### src/rtl/duram_fifo_ctrl.sv
// duram_fifo_ctrl: single-clock FIFO controller for an external dual-port RAM.
// Port A writes at wr_ptr, port B reads combinationally at rd_ptr.
module duram_fifo_ctrl #(
    parameter int DATA_WIDTH   = 32,
    parameter int ADDR_WIDTH   = 5,
    parameter int AFULL_LEVEL  = 28,
    parameter int AEMPTY_LEVEL = 4
) (
    input  logic                  Clk,
    input  logic                  Reset,
    input  logic                  clear,
    input  logic                  wr_en,
    input  logic [DATA_WIDTH-1:0] wr_data,
    input  logic                  rd_en,
    output logic [DATA_WIDTH-1:0] rd_data,
    output logic                  rd_valid,
    output logic [ADDR_WIDTH:0]   count,
    output logic                  full,
    output logic                  empty,
    output logic                  almost_full,
    output logic                  almost_empty,
    output logic                  overflow,
    output logic                  underflow,
    output logic [DATA_WIDTH-1:0] ram_data_a,
    output logic                  ram_wren_a,
    output logic [ADDR_WIDTH-1:0] ram_addr_a,
    output logic [ADDR_WIDTH-1:0] ram_addr_b,
    input  logic [DATA_WIDTH-1:0] ram_q_b
);

    localparam int DEPTH = 2 ** ADDR_WIDTH;
    localparam logic [ADDR_WIDTH:0]   DEPTH_C  = (ADDR_WIDTH+1)'(DEPTH);
    localparam logic [ADDR_WIDTH:0]   AFULL_C  = (ADDR_WIDTH+1)'(AFULL_LEVEL);
    localparam logic [ADDR_WIDTH:0]   AEMPTY_C = (ADDR_WIDTH+1)'(AEMPTY_LEVEL);
    localparam logic [ADDR_WIDTH:0]   CNT_ONE  = (ADDR_WIDTH+1)'(1);
    localparam logic [ADDR_WIDTH-1:0] PTR_ONE  = ADDR_WIDTH'(1);

    logic [ADDR_WIDTH-1:0] wr_ptr_q, wr_ptr_d;
    logic [ADDR_WIDTH-1:0] rd_ptr_q, rd_ptr_d;
    logic [ADDR_WIDTH:0]   count_q, count_d;
    logic [DATA_WIDTH-1:0] rd_data_q, rd_data_d;
    logic                  rd_valid_q, rd_valid_d;
    logic                  ovf_q, ovf_d;
    logic                  unf_q, unf_d;
    logic                  wr_acc, rd_acc;

    // Status flags come from the count register alone.
    assign full         = (count_q == DEPTH_C);
    assign empty        = (count_q == '0);
    assign almost_full  = (count_q >= AFULL_C);
    assign almost_empty = (count_q <= AEMPTY_C);

    assign wr_acc = wr_en & ~full & ~clear;
    assign rd_acc = rd_en & ~empty & ~clear;

    assign ram_data_a = wr_data;
    assign ram_wren_a = wr_acc;
    assign ram_addr_a = wr_ptr_q;
    assign ram_addr_b = rd_ptr_q;

    assign rd_data   = rd_data_q;
    assign rd_valid  = rd_valid_q;
    assign count     = count_q;
    assign overflow  = ovf_q;
    assign underflow = unf_q;

    // Next-state for pointers, occupancy, read register and sticky errors.
    always_comb begin
        wr_ptr_d   = wr_ptr_q;
        rd_ptr_d   = rd_ptr_q;
        count_d    = count_q;
        rd_data_d  = rd_data_q;
        rd_valid_d = rd_acc;
        ovf_d      = ovf_q | (wr_en & full);
        unf_d      = unf_q | (rd_en & empty);
        if (wr_acc) begin
            wr_ptr_d = wr_ptr_q + PTR_ONE;
        end
        if (rd_acc) begin
            rd_ptr_d  = rd_ptr_q + PTR_ONE;
            rd_data_d = ram_q_b;
        end
        case ({wr_acc, rd_acc})
            2'b10:   count_d = count_q + CNT_ONE;
            2'b01:   count_d = count_q - CNT_ONE;
            default: count_d = count_q;
        endcase
        if (clear) begin
            wr_ptr_d   = '0;
            rd_ptr_d   = '0;
            count_d    = '0;
            rd_valid_d = 1'b0;
            ovf_d      = 1'b0;
            unf_d      = 1'b0;
        end
    end

    // State registers; Reset additionally zeroes the read data.
    always_ff @(posedge Clk) begin
        if (Reset) begin
            wr_ptr_q   <= '0;
            rd_ptr_q   <= '0;
            count_q    <= '0;
            rd_data_q  <= '0;
            rd_valid_q <= 1'b0;
            ovf_q      <= 1'b0;
            unf_q      <= 1'b0;
        end else begin
            wr_ptr_q   <= wr_ptr_d;
            rd_ptr_q   <= rd_ptr_d;
            count_q    <= count_d;
            rd_data_q  <= rd_data_d;
            rd_valid_q <= rd_valid_d;
            ovf_q      <= ovf_d;
            unf_q      <= unf_d;
        end
    end

endmodule

### config.mk
export PLATFORM = sky130hd
export DESIGN_NAME = duram_fifo_ctrl
export DESIGN_NICKNAME = d
export VERILOG_FILES = /design/src/rtl/duram_fifo_ctrl.sv
export SDC_FILE = /design/constraint.sdc
export NUM_CORES = 1
export LEC_CHECK = 0
export CELL_PAD_IN_SITES_DETAIL_PLACEMENT = 0
export CELL_PAD_IN_SITES_GLOBAL_PLACEMENT = 1
export CORE_MARGIN = 2
export CORE_UTILIZATION = 44
export CTS_BUF_LIST = sky130_fd_sc_hd__clkbuf_2
export CTS_CLUSTER_DIAMETER = 50
export CTS_CLUSTER_SIZE = 10
export DETAILED_ROUTE_END_ITERATION = 16
export DONT_BUFFER_PORTS = 1
export HOLD_SLACK_MARGIN = 0.08
export PLACE_DENSITY = 0.92
export SYNTH_ARGS = -nofsm -noshare
export SYNTH_HDL_FRONTEND = slang
export SYNTH_SLANG_ARGS = --single-unit
### constraint.sdc
create_clock -name Clk -period 4.3 [get_ports Clk]
set_clock_uncertainty 0.05 [all_clocks]
set_input_delay 0.215 -clock Clk [delete_from_list [all_inputs] [get_ports Clk]]
set_output_delay 0.215 -clock Clk [all_outputs]
set_load 0.01 [all_outputs]
# After elaboration in Yosys (flattened, before gate mapping)
# Cells that the tools add are included.
# W data, S select, Z words.
# word_totals
register_bits,51
in_bits,69
# op_classes
n_addsub,4
n_mux,1
reduce_logical,3
bitwise_logic,11
n_lt_le_gt_ge,2
eq_ne,3
# ops
operator,n
$pmux W6 S2,1
$add A5 B1 Y5 const B,2
$add A6 B1 Y6 const B,1
$and A1 B1 Y1,6
$eq A6 B6 Y1 const B,1
$ge A6 B5 Y1 const B,1
$le A6 B3 Y1 const B,1
$logic_not A6 Y1,1
$sub A6 B1 Y6 const B,1
$not A1 Y1,3
$eq A2 B1 Y1 const B,1
$eq A2 B2 Y1 const B,1
$or A1 B1 Y1,2
$reduce_bool A2 Y1,1
$reduce_or A2 Y1,1

# Depth between registers and ports, before layout
# Gate-level depths: netlist (run 1).
# logic_depth
ltp_word,6
ltp_mapped,14
ltp_nobuf,12

# Worst setup path before layout (run 1)
# OpenSTA, ideal clock, no wires.
# synth_path
path_kind,reg-to-reg
start,register count_q[0] (netlist: count[0])
end,register count_q[5] (netlist: count[5])
slack_ps,1016
stages_incl_launch_ff,14
required_ps,4172
t_arrival_ps,3156
period_less_slack_ps,3284
path_cell_list,dfxtp_1 or4_4 o31ai_4 nand2b_1 buf_6 inv_2 buf_2 ha_1 ha_1 a211oi_1 nor2_1 and4b_1 o31a_1 nor3_1
# synth_between
elab_chain_cells,6
# synth_rtl
element,line,text
start: declaration,40,"logic [ADDR_WIDTH:0] count_q, count_d;"
start signal: assignment,111,count_q <= count_d;
$logic_not A6 Y1 *,49,assign empty = (count_q == '0);
$not A1 Y1 *,54,assign rd_acc = rd_en & ~empty & ~clear;
$and A1 B1 Y1 * (2 in series),54,
via rd_acc,45,"logic wr_acc, rd_acc;"
$eq A2 B1 Y1 or $eq A2 B2 Y1 (tied branches),83,"case ({wr_acc, rd_acc})"
$pmux W6 S2 or $reduce_bool A2 Y1 (tied branches),n/a,
# The timed path passes the listed nets; every way through them passes the cells marked *.
# A chain may end at the register's enable or synchronous reset.

# Worst setup path in the final report (run 1)
# layout_path
start,register count_q[0] (netlist: count[0])
end,register count_q[5] (netlist: count[5])
# layout_between
elab_chain_cells,6
# layout_rtl
element,line
$eq A6 B6 Y1 or $logic_not A6 Y1 (tied branches),"48, 49"
$not A1 Y1 (on tied branches),"53, 54"
$and A1 B1 Y1 (on tied branches) (2 in series),"53, 54"
$eq A2 B1 Y1 or $eq A2 B2 Y1 (tied branches),83
$pmux W6 S2 or $reduce_bool A2 Y1 (tied branches),n/a
# Parallel ways exist; a longest one is shown, timed or not.

==> flow_summary.json, run 1 <==
{
  "cts_buffers": 5,
  "slew_viol_final": 0,
  "drc": 0,
  "setup_ws_ns": 0.737,
  "postRouteAntennaNets": 0,
  "crit_type": "reg2reg",
  "fin_area_mm2": 0.00282,
  "synth-main-ff-cell": "dfxtp_1",
  "core_area_mm2": 0.00514,
  "pin_count": 157,
  "synth_area_mm2": 0.00235,
  "grt_usage_pct": 19.6,
  "synth.largest_area_cell": "dfxtp_1",
  "final_cells": 380,
  "post_dp_cell_area_mm2": 0.00212,
  "synthesis.nets": 363,
  "synth_cells": 286,
  "synth-compound-area-share_pct": 12.8,
  "ys_types": 33,
  "vias": 2002,
  "wl_per_cell_um": 15.2,
  "fin_nets": 387,
  "drt_iter0_markers": 65,
  "clkTransAtPathRegs_ns": 0.24,
  "viasPerCell": 5.27,
  "dpl.cell_count": 310,
  "synthMuxAreaShare_pct": 0.851,
  "leakage_uw": 0.00111,
  "p_seq_share_pct": 61.4,
  "critPathLaunchType": "flop",
  "hold_ws_ns": 0.164,
  "worst-slew-pin-transition_ns": 0.718,
  "dp.final_hpwl_um": 3360,
  "nFillCells": 451,
  "slew_headroom_pct": 51.5,
  "area_growth_syn_to_layout_pct": 19.8,
  "antennaDiodeCount": 0,
  "pwr-share-comb_pct": 8.6,
  "postCtsSetupBuffers": 0,
  "arrival_ns": 3.85,
  "swShare_pct": 22.5,
  "h-tree-depth": 2,
  "postCtsResizedCells": 0,
  "required_ns": 4.58,
  "synth_xor_area_share_pct": 3.72,
  "clockBufferDepth": 2,
  "synthTopCellsByArea": "dfxtp_1 (43%), nand2_1 (11%), buf_4 (10%)",
  "status": "finished, final reports clean",
  "grt_pass1_vias": 1934,
  "die_area_mm2": 0.00595,
  "firstDrtPassIters": 4,
  "yosysTopAreaCellShare_pct": 43.4,
  "synthSimpleGateAreaFrac_pct": 19.4,
  "routed_wl_um": 5770,
  "drive_gt1_share_pct": 4.19,
  "die_y_um": 77.1,
  "initial_core_util_pct": 45.8,
  "grt_max_degree": 35,
  "post-synth-top-count-cell": "nand2_1",
  "cts_tree": "built",
  "synth.avg_cell_area_um2": 8.23,
  "hold_path.class": "in2reg",
  "synth-warning-count": 0,
  "cellPowerDensity_mw_per_mm2": 282,
  "clock-sinks": 51,
  "hold_violations": 0,
  "synth_edf_count": 0,
  "ys_top_cells_by_count": "nand2_1 (68), dfxtp_1 (51), a21oi_1 (40)",
  "max-vdd-ir-drop_uv": 132,
  "crit_path_end_kind": "flop",
  "ys_ff_latch": 51,
  "grt_overflow": 0,
  "io_buffers": 0,
  "fmax_ghz": 0.281,
  "cap_violations": 0,
  "async_flop_share_pct": 0,
  "finalSetupViolCount": 0,
  "root_buffer": "clkbuf_2",
  "synth_adder_area_share_pct": 4.57,
  "die_w_um": 77.1,
  "finalCritPeriodShare_pct": 82.9,
  "place_ws_ns": 0.804,
  "fin_crit_ns": 3.56,
  "synth_seq_area_share_pct": 43.4,
  "path_max_fanout": 34,
  "regArea_mm2": 0.00102,
  "switching_power_uw": 179,
  "fp-row-count": 26,
  "multi_input_area_um2": 972,
  "gp_congestion": 0.826,
  "synth_top_family_by_area": "simple AND/OR/NAND/NOR gates",
  "internal-power_uw": 615,
  "antenna_found_initial": 0,
  "rsz0062_at_grt": "false",
  "p_clk_share_pct": 29.9,
  "finalSetupTns_ns": 0,
  "grt_pass1_wl_um": 9450,
  "clk_latency_ns": 0.39
}
## worst max-delay path: stages, from the launching register on
cell,delay [ns]
dfxtp_1,0.45
or4_4,0.61
o31ai_4,0.31
nand2b_1,0.19
inv_2,0.22
ha_1,0.37
ha_1,0.32
a211oi_1,0.25
nor2_1,0.12
and4b_1,0.23
o31a_1,0.23
nor3_1,0.16
## final timing paths
path	start	cells past startpoint	end	slack, ns
worst max-delay path	count[0]	11	count[5]	0.74
worst min-delay path	Reset	2	ram_addr_a[0]	0.16
worst max register to register	count[0]	11	count[5]	0.74
worst min register to register	rd_data[26]	2	rd_data[26]	0.48
## per-stage QoR
stage / power, uW / utilization [%]
after global placement: 526 / 41.2
after floorplan: 557 / -
final: 794 / 54.8
after global routing: 832 / 54.8
after CTS: 805 / 54.8
after detailed placement: 526 / 41.2
## layout by cell type (no fill, tap or decap), types with 3 or more instances in the layout
cell type / instances
clkbuf_2: 6
nor3_1: 5
dlygate4sd3_1: 62
nand2_1: 68
xor2_1: 8
o21ai_0: 3
a21oi_1: 40
nand4_1: 3
ha_1: 7
nor2_1: 21
dfxtp_1: 51
inv_1: 7
## final cells by class
type                            instances  area share (%)
Inverter                                8            1.07
Tap cell                               70            3.11
Sequential cell                        51            36.2
Clock buffer                            6            1.07
Clock inverter                          1            1.07
Timing Repair Buffer                   64            23.0
Multi-Input combinational cell        180            34.5
## kinds of logic after synthesis
kind of cell / after synthesis
simple gates: 108
buf+inv: 55
compound gates: 52
flops: 51
fa+ha+maj: 8
xor+xnor: 10
mux: 2
## per-layer routing
metal	GRT usage, %	up-vias	wire, um
met3	8.24	6	611
li1	-	951	-
met2	33.6	117	2870
met5	0	-	0
met1	22.2	928	2210
met4	5.89	0	75
## state kept, by name, indices dropped and copies added, names as in the netlist
name        cells
overflow        1
underflow       1
rd_valid        1
count           6
ram_addr_a      5
rd_data        32
ram_addr_b      5
## repair_timing
item                                    in CTS  in global routing
hold buffers                                63                  0
endpoints found under the hold margin       40                  0
endpoints found under the setup margin       0                  0
## power by group through the flow
stage	Sequential (uW)	Clock [uW]	Combinational (uW)
after CTS	488	250	67.2
after global routing	489	267	75.2
after floorplan	495	0	61.4
after detailed placement	497	0	29.4
after global placement	496	0	29.2
final	488	238	68.5
Power figures use the tool's default switching activity.
==> run 2, diff against run 1 <==
ABC_AREA = 1   (was default)
clock period = 3.44 ns   (was 4.3 ns; I/O delays follow)
==> flow_summary.json, run 2 <==
{
  "grt_pass1_vias": 1989,
  "synthesis.nets": 394,
  "fin_crit_ns": 2.54,
  "crit_type": "reg2reg",
  "synth_area_mm2": 0.00244,
  "hold_violations": 0,
  "firstDrtPassIters": 4,
  "postRouteAntennaNets": 0,
  "clk_latency_ns": 0.41,
  "nFillCells": 530,
  "ys_ff_latch": 51,
  "clock-sinks": 51,
  "mostFrequentLayoutCell": "nor2_1",
  "synthTopCellsByArea": "dfxtp_1 (42%), nor2_1 (12%), buf_4 (9.8%)",
  "antenna_found_initial": 0,
  "fmax_ghz": 0.394,
  "h-tree-depth": 2,
  "final_cell_mix": "nor2_1 (80), dfxtp_1 (51), o21ai_0 (37), dlygate4sd3_1 (37), inv_1 (21)",
  "drc": 0,
  "die_y_um": 78.5,
  "synth-warning-count": 0,
  "postCtsResizedCells": 0,
  "grt_pass1_wl_um": 8700,
  "post-synth-top-count-cell": "nor2_1",
  "ys_types": 29,
  "viasPerCell": 5.02,
  "grt_overflow": 0,
  "path_max_fanout": 6,
  "grt_max_degree": 39,
  "internal-power_uw": 762,
  "wl_per_cell_um": 13.5,
  "crit_path_end_kind": "flop",
  "arrival_ns": 2.87,
  "cts_tree": "built",
  "synth.largest_area_cell": "dfxtp_1",
  "critPathLaunchType": "flop",
  "clkTransAtPathRegs_ns": 0.24,
  "utilization_pct": 48.3,
  "finalCritPeriodShare_pct": 73.8,
  "postCtsSetupBuffers": 0,
  "cts_buffers": 5,
  "slew_headroom_pct": 47.0,
  "slew_viol_final": 0,
  "initial_core_util_pct": 44.9,
  "worst-slew-pin-transition_ns": 0.794,
  "swShare_pct": 31.2,
  "root_buffer": "clkbuf_2",
  "routed_wl_um": 5320,
  "die_w_um": 78.5,
  "async_flop_share_pct": 0,
  "hold_ws_ns": 0.230,
  "ys_top_cells_by_count": "nor2_1 (80), dfxtp_1 (51), o21ai_0 (37)",
  "io_buffers": 0,
  "drive_gt1_share_pct": 5.92,
  "status": "finished, final reports clean",
  "dp.final_hpwl_um": 3390,
  "leakage_uw": 0.00107,
  "pwr-share-comb_pct": 17.2,
  "pin_count": 157,
  "core_area_mm2": 0.00544,
  "p_seq_share_pct": 61.6,
  "vias": 1971,
  "rsz0062_at_grt": "false",
  "antennaDiodeCount": 0,
  "gp_congestion": 0.817,
  "synth_seq_area_share_pct": 41.8,
  "max-vdd-ir-drop_uv": 180,
  "clockBufferDepth": 2,
  "synth_cells": 317,
  "finalSetupViolCount": 0,
  "largest_reg_flops": 32,
  "yosysTopAreaCellShare_pct": 41.8,
  "die_area_mm2": 0.00616,
  "grt_usage_pct": 17.7,
  "total_power_uw": 1110,
  "final_cells": 393,
  "hold_buffers": 37,
  "switching_power_uw": 345,
  "synth.avg_cell_area_um2": 7.70,
  "fin_nets": 397,
  "hold_path.class": "in2reg",
  "dpl.cell_count": 348,
  "drt_iter0_markers": 83,
  "p_clk_share_pct": 21.2,
  "synth-main-ff-cell": "dfxtp_1",
  "finalSetupTns_ns": 0,
  "area_growth_syn_to_layout_pct": 7.69,
  "cap_violations": 0,
  "required_ns": 3.78,
  "synth_edf_count": 0,
  "fp-row-count": 27,
  "cellPowerDensity_mw_per_mm2": 421
}
==> run 2: changes by cell type after synthesis, moves of 3 or more <==
cell	before	now
nor2_1	21	80
nand2_1	68	20
o21ai_0	3	37
a21oi_1	40	15
inv_1	7	21
nand3_1	2	16
clkbuf_1	8	3
xor2_1	8	3
nor3_1	5	1
nand2_2	0	3
nor2_2	0	3
==> run 2: final cells by class <==
class	count	area, um^2	area share, %
multi-input combinational	199	995	37.8
clock inverter	3	20.0	0.762
clock buffer	5	25.0	0.952
tap	72	90.1	3.43
timing repair buffer	39	385	14.7
sequential	51	1020	38.8
inverter	24	92.6	3.52
==> run 2: critical path, stage by stage, from the launching register on <==
cell and delay [ns]:
dfxtp_1 0.44, nor2_2 0.19, nand4_1 0.23, nand2_2 0.22
ha_1 0.32, inv_1 0.10, fa_1 0.42, nand3b_1 0.19
a21o_1 0.19, nand3_1 0.06, nand2_1 0.05, inv_1 0.04
==> run 2: power groups by stage <==
stage	Sequential, uW	Clock, uW	Combinational [uW]
detailed placement	694	0	156
finish	682	234	190
global route	688	276	218
CTS	682	256	190
global placement	692	0	152
floorplan	685	0	177
==> run 2: metrics by stage <==
step	setup WS (ns)	instance area, um^2
3_5_place_dp	0.958	2210
6_report	0.903	2630
4_1_cts	0.907	2630
5_1_grt	0.683	2630
3_3_place_gp	1.08	2210
2_1_floorplan	1.25	2440
==> run 2: final timing paths <==
kind | start | endpoint | slack [ns] | depth (start not counted)
worst min register to register | rd_data[11] | rd_data[11] | 0.50 | 2
worst max register to register | count[0] | count[4] | 0.90 | 11
worst min-delay path | clear | rd_valid | 0.23 | 4
worst max-delay path | count[0] | count[4] | 0.90 | 11
==> run 2: routing by layer <==
metal  vias up  global-route usage, %  wire length, um
li1        988                      -                -
met1       886                   18.7             2220
met2        91                   31.6             2560
met3         6                   7.70              488
met4         0                   5.44               57
met5         -                      0                0
==> run 2: kinds of logic after synthesis <==
logic type,synth area share (%)
and+or+nand+nor,22.1
DFF,41.8
buffers and inverters,17.4
AOI/OAI and AO/OA,11.7
adders and majority gates,4.41
xor gates and xnor gates,2.51
